### src/rtl/fpmulr8.sv
// fpmulr8 - iterative radix-8 unsigned multiply-accumulate, p = a*b + c.
// Retires three multiplier bits per enabled clock. It is used to rebuild a
// dividend from a divider's quotient, divisor and remainder.
//
// Ports:
//   clk   in   clock, rising edge
//   rst   in   synchronous active-high reset (overrides ce and ld)
//   ce    in   clock enable; all registers hold when low
//   ld    in   start strobe; accepted on an enabled edge, aborts any run
//   a     in   WID     multiplicand, unsigned
//   b     in   WID     multiplier, unsigned
//   c     in   2*WID   addend, unsigned
//   p     out  2*WID   (a*b+c) mod 2^(2*WID), written only on completion
//   ovf   out  1       carry out of bit 2*WID-1, written with p
//   done  out  1       result valid until the next accepted ld
//
// state | meaning
// IDLE  | waiting for ld; p/ovf/done hold
// MUL   | one radix-8 digit step per enabled edge
// FIN   | publish acc to p/ovf, raise done
module fpmulr8 #(
  parameter int WID = 16
) (
  input  logic               clk,
  input  logic               rst,
  input  logic               ce,
  input  logic               ld,
  input  logic [WID-1:0]     a,
  input  logic [WID-1:0]     b,
  input  logic [2*WID-1:0]   c,
  output logic [2*WID-1:0]   p,
  output logic               ovf,
  output logic               done
);

  localparam int N  = (WID + 2) / 3;
  localparam int AW = 2 * WID + 1;
  localparam int MW = 3 * N;
  localparam int CW = (N > 1) ? $clog2(N) : 1;

  typedef enum logic [1:0] {IDLE, MUL, FIN} state_t;

  state_t            state_q, state_d;
  logic [AW-1:0]     acc_q, acc_d;
  logic [AW-1:0]     mcand_q, mcand_d;
  logic [MW-1:0]     mplier_q, mplier_d;
  logic [CW-1:0]     cnt_q, cnt_d;
  logic [2*WID-1:0]  p_q, p_d;
  logic              ovf_q, ovf_d;
  logic              done_q, done_d;

  logic              do_load, do_step, do_fin, last_step;
  logic [2:0]        dig;
  logic [AW-1:0]     pp;

  // State register
  always_ff @(posedge clk) begin
    if (rst) begin
      state_q  <= IDLE;
      acc_q    <= '0;
      mcand_q  <= '0;
      mplier_q <= '0;
      cnt_q    <= '0;
      p_q      <= '0;
      ovf_q    <= 1'b0;
      done_q   <= 1'b0;
    end else begin
      state_q  <= state_d;
      acc_q    <= acc_d;
      mcand_q  <= mcand_d;
      mplier_q <= mplier_d;
      cnt_q    <= cnt_d;
      p_q      <= p_d;
      ovf_q    <= ovf_d;
      done_q   <= done_d;
    end
  end

  assign last_step = (cnt_q == CW'(N - 1));

  // Next-state logic; ld takes priority in every state
  always_comb begin
    state_d = state_q;
    if (ce) begin
      if (ld) begin
        state_d = MUL;
      end else begin
        case (state_q)
          MUL:     if (last_step) state_d = FIN;
          FIN:     state_d = IDLE;
          default: state_d = IDLE;
        endcase
      end
    end
  end

  // Output / datapath control
  always_comb begin
    do_load = ce & ld;
    do_step = ce & ~ld & (state_q == MUL);
    do_fin  = ce & ~ld & (state_q == FIN);
  end

  // Digit partial product built from shifted copies, no multiplier primitive
  always_comb begin
    dig = mplier_q[2:0];
    pp  = (dig[0] ? mcand_q        : {AW{1'b0}})
        + (dig[1] ? (mcand_q << 1) : {AW{1'b0}})
        + (dig[2] ? (mcand_q << 2) : {AW{1'b0}});
  end

  always_comb begin
    acc_d    = acc_q;
    mcand_d  = mcand_q;
    mplier_d = mplier_q;
    cnt_d    = cnt_q;
    p_d      = p_q;
    ovf_d    = ovf_q;
    done_d   = done_q;
    if (do_load) begin
      acc_d    = {1'b0, c};
      mcand_d  = AW'(a);
      mplier_d = MW'(b);
      cnt_d    = '0;
      done_d   = 1'b0;
    end else if (do_step) begin
      acc_d    = acc_q + pp;
      mcand_d  = mcand_q << 3;
      mplier_d = mplier_q >> 3;
      cnt_d    = CW'(cnt_q + 1'b1);
    end else if (do_fin) begin
      p_d      = acc_q[2*WID-1:0];
      ovf_d    = acc_q[2*WID];
      done_d   = 1'b1;
    end
  end

  assign p    = p_q;
  assign ovf  = ovf_q;
  assign done = done_q;

endmodule

### config.mk
export PLATFORM = sky130hd
export DESIGN_NAME = fpmulr8
export DESIGN_NICKNAME = d
export VERILOG_FILES = /design/src/rtl/fpmulr8.sv
export SDC_FILE = /design/constraint.sdc
export NUM_CORES = 1
export LEC_CHECK = 0
export ABC_CLOCK_PERIOD_IN_PS = 5400
export BUFFER_PORTS_ARGS = -buffer_cell sky130_fd_sc_hd__buf_2
export CORE_AREA = 2 2 121 123
export DETAILED_ROUTE_END_ITERATION = 6
export DIE_AREA = 0 0 123 125
export GPL_ROUTABILITY_DRIVEN = 0
export PLACE_DENSITY_LB_ADDON = 0.1
export SYNTH_ARGS = -nofsm -noshare
export SYNTH_HDL_FRONTEND = slang
export SYNTH_SLANG_ARGS = --single-unit
### constraint.sdc
create_clock -name clk -period 5.4 [get_ports clk]
set_input_delay 0.54 -clock clk [delete_from_list [all_inputs] [get_ports clk]]
set_output_delay 0.54 -clock clk [all_outputs]
set_load 0.03 [all_outputs]
==> results.md <==
- Die Span X: 123 microns
- Final period util: 0.8308
- CTS tree: built
- GR peak layer: met2
- Commonest cells after routing, fill and taps aside: 268 x nand2_1, 125 x a21oi_1, 121 x dfxtp_1
- Crit path max-delay cell type: dfxtp_1
- Status: finished clean
- Area growth from synthesis to layout: 14.57%
- Fin. Hold Viols: 0
- Worst-path clk slew: about 0.060 ns
- Final #Nets: 1284
- DRT Pass-1 Iters: 5
- Io pins: 102
- GRT met2 Usage: 0.5219
- Post-DP HPWL: roughly 16 mm
- CP Cell Sequence: buf_4 -> nand2_1 -> fa_1 -> fa_1 -> inv_1 -> ha_1 -> a211oi_1 -> o21bai_1 -> a21o_1 -> a221o_1 -> a31oi_2 -> o31ai_1 -> xnor2_1 -> a211oi_1
- Post-synth EDFFs: 0
- Placed Area: 8792 sq um
- First-pass GRT wire length: roughly 38 mm
- Initial antenna violation count: 0
- Clock skew: between 0.009 and 0.01 ns
- Max-cap viol count: 0
- H-tree level count: 4
- Vias in the first global route: 7563
- Post-CTS Setup Bufs: 0
- Synth async-reset ratio: 0
- Initial Utilization: 0.5758
- Port Buf Inserts: ~100
- Number of routed nets with antenna violations: 0
- DRT iter0 DRCs: 519
- Via density: 5.711
- Critical path peak fanout: 17
- Distinct cell type count after synthesis: 57
- CP bufs+invs: 2
- # diodes: 0
- Met3 Usage GRT: 0.06341
- Seq/Total Area, Yosys: 0.2962
- Die ar.: roughly 15000 sq um
- Clock period minus final worst setup slack: 4.486 ns
- Total grt overflow: 0
- Setup TNS: 0 ns
- Pwr dens: 248.3 nW/um^2
- Crit path DAT: around 4.8 ns
- Slew Limit Fails: 0
- DR WL/cell: between 15 and 20 microns
- DRC: 0
- Unrepaired setup endpoints after global routing: no
- Placed insts: 1285
- M1 GR Usage: 0.4014
- Synthesized cell area: 8178 sq um
- Clk buf depth: 2
- Yosys warns: 0
- Fmax: 222.9 MHz
- Syn Area/Cell: 7.781 sq um
- Root Driver: clkbuf_16
- Largest net degree at the start of global routing: 54
- Worst slew pin tran: around 1.1 ns
- Lkg Pwr: 3.849 nW
- Routed wire length: 22.45 mm
- Ys flop type: dfxtp_1
- CP Capture Type: flop
- Power, Total: 0.002326 W
- CP top delay family: compound AO/OA/AOI/OAI gates
- Filler Cell Count: approximately 1300
- Worst-Skew Late Latency: 0.43 ns
- Synth Instances: 1051
- Req. time, crit path: 5.73 ns
- Max incr delay on CP: 0.71 ns
- Critical Path Start Type: flop
- #FFs+latches synth: between 100 and 150
- Hold Buf Count CTS: 0
- Hold Crit Class: in2reg
- Via count: 7522
- Crit Path Category: reg2reg
- Ratio of cells with drive above 1 in the final layout: 0.1430
- CTS buffer count: 17
- Slew HR: 0.2899
- Final setup viols: 0
- Chip height: 125 microns
- Non-filler cells, final: 1317
- Commonest non-fill, non-tap cell in the layout: nand2_1
- Rows: 44
- Core box area: between 10000 and 15000 sq um
- Post-Syn Nets: 1215
- Total track usage: 0.3145
- CTS resizes: 0
- Design area: 9369 sq um
- VDD IR-drop max: 0.2317 mV
- Clk sink count: 121
flip-flops by register name (all words and copies together), names as in the netlist:
signal,cells
acc_q,33
mcand_q,33
p,32
mplier_q,16
cnt_q,3
state_q,2
done,1
ovf,1
through the flow:
stage	setup WS (ns)	hold WS, ns	utilization
after CTS	0.9375	0.3367	0.6596
after floorplan	1.244	0.4319	-
after detailed placement	0.9741	0.4437	0.6190
after global routing	0.6381	0.3417	0.6596
final	0.9136	0.3489	0.6596
after global placement	1.068	0.4400	0.6190
cell type report:
type	count	area (sq um)	area share
clock buffers	18	439.2	0.04687
clock inverters	14	137.6	0.01469
inverters	93	349.1	0.03726
multi-input cells	773	5185	0.5534
flip-flops and latches	121	2422	0.2585
well taps	184	230.2	0.02457
repair buffers	114	605.6	0.06464
routing by layer:
layer / vias up / part of all wire
met5: - / 0
met1: 3594 / 0.43
li1: 3637 / -
met4: 0 / 0.037
met2: 242 / 0.48
met3: 49 / 0.058
cell families (layout without fill, tap and decap cells):
| logic type | count (synthesis) | after routing | synth area share |
|---|---|---|---|
| flip-flops | 121 | 121 | 0.2962 |
| multiplexers | 3 | 3 | 0.003978 |
| AO/OA/AOI/OAI | 275 | 275 | 0.2096 |
| adder cells (fa/ha/maj) | 96 | 96 | 0.2038 |
| XOR/XNOR | 25 | 25 | 0.02677 |
| buffers and inverters | 157 | 239 | 0.07237 |
| AND/OR/NAND/NOR | 374 | 374 | 0.1873 |
Yosys cell counts, types with 2 or more instances:
| master | count | area [sq um] |
|---|---|---|
| ha_1 | 34 | 425.4 |
| nor2_1 | 51 | 191.4 |
| clkbuf_1 | 58 | 217.7 |
| fa_1 | 62 | 1241 |
| o21a_1 | 4 | 30.03 |
| a211oi_1 | 21 | 157.7 |
| buf_1 | 4 | 15.01 |
| o21bai_1 | 4 | 30.03 |
| and3_1 | 3 | 18.77 |
| nor2b_1 | 2 | 12.51 |
| a21oi_1 | 125 | 625.6 |
| o211ai_1 | 5 | 37.54 |
| inv_1 | 93 | 349.1 |
| o21ai_1 | 2 | 10.01 |
| a211o_1 | 2 | 17.52 |
| or3_1 | 2 | 12.51 |
| nand4_1 | 4 | 25.02 |
| o22ai_1 | 3 | 18.77 |
| o21ai_0 | 31 | 155.2 |
| a21o_1 | 11 | 82.58 |
| dfxtp_1 | 121 | 2422 |
| a311oi_1 | 10 | 87.58 |
| xor2_1 | 10 | 87.58 |
| nand3b_1 | 2 | 15.01 |
| and2_1 | 12 | 75.07 |
| o31ai_1 | 5 | 37.54 |
| mux2_2 | 2 | 22.52 |
| nor3_1 | 13 | 65.06 |
| xnor2_1 | 15 | 131.4 |
| a22oi_1 | 29 | 217.7 |
| nand2_1 | 269 | 1010 |
| a31oi_1 | 8 | 50.05 |
| nand3_1 | 10 | 50.05 |
final timing paths:
path	from	end	slack, ns	cells past startpoint
max	mplier_q[1]	acc_q[21]	0.91	14
min	a[0]	mcand_q[0]	0.35	3
max reg2reg	mplier_q[1]	acc_q[21]	0.91	14
min reg2reg	p[2]	p[2]	0.45	2
worst reg2reg max path: stages, from the launching register on:
cell	delay, ns
dfxtp_1	0.71
buf_4	0.37
nand2_1	0.10
fa_1	0.47
fa_1	0.55
inv_1	0.04
ha_1	0.35
a211oi_1	0.33
o21bai_1	0.12
a21o_1	0.19
a221o_1	0.38
a31oi_2	0.30
o31ai_1	0.12
xnor2_1	0.14
a211oi_1	0.22
power breakdown:
group / internal [W] / total [W] / switching [W]
clock: 0.000655 / 0.00112 / 0.000464
sequential: 0.000922 / 0.000954 / 0.0000319
combinational: 0.0000951 / 0.000254 / 0.000158
total: 0.00167 / 0.00233 / 0.000654
Power figures use the tool's default switching activity.
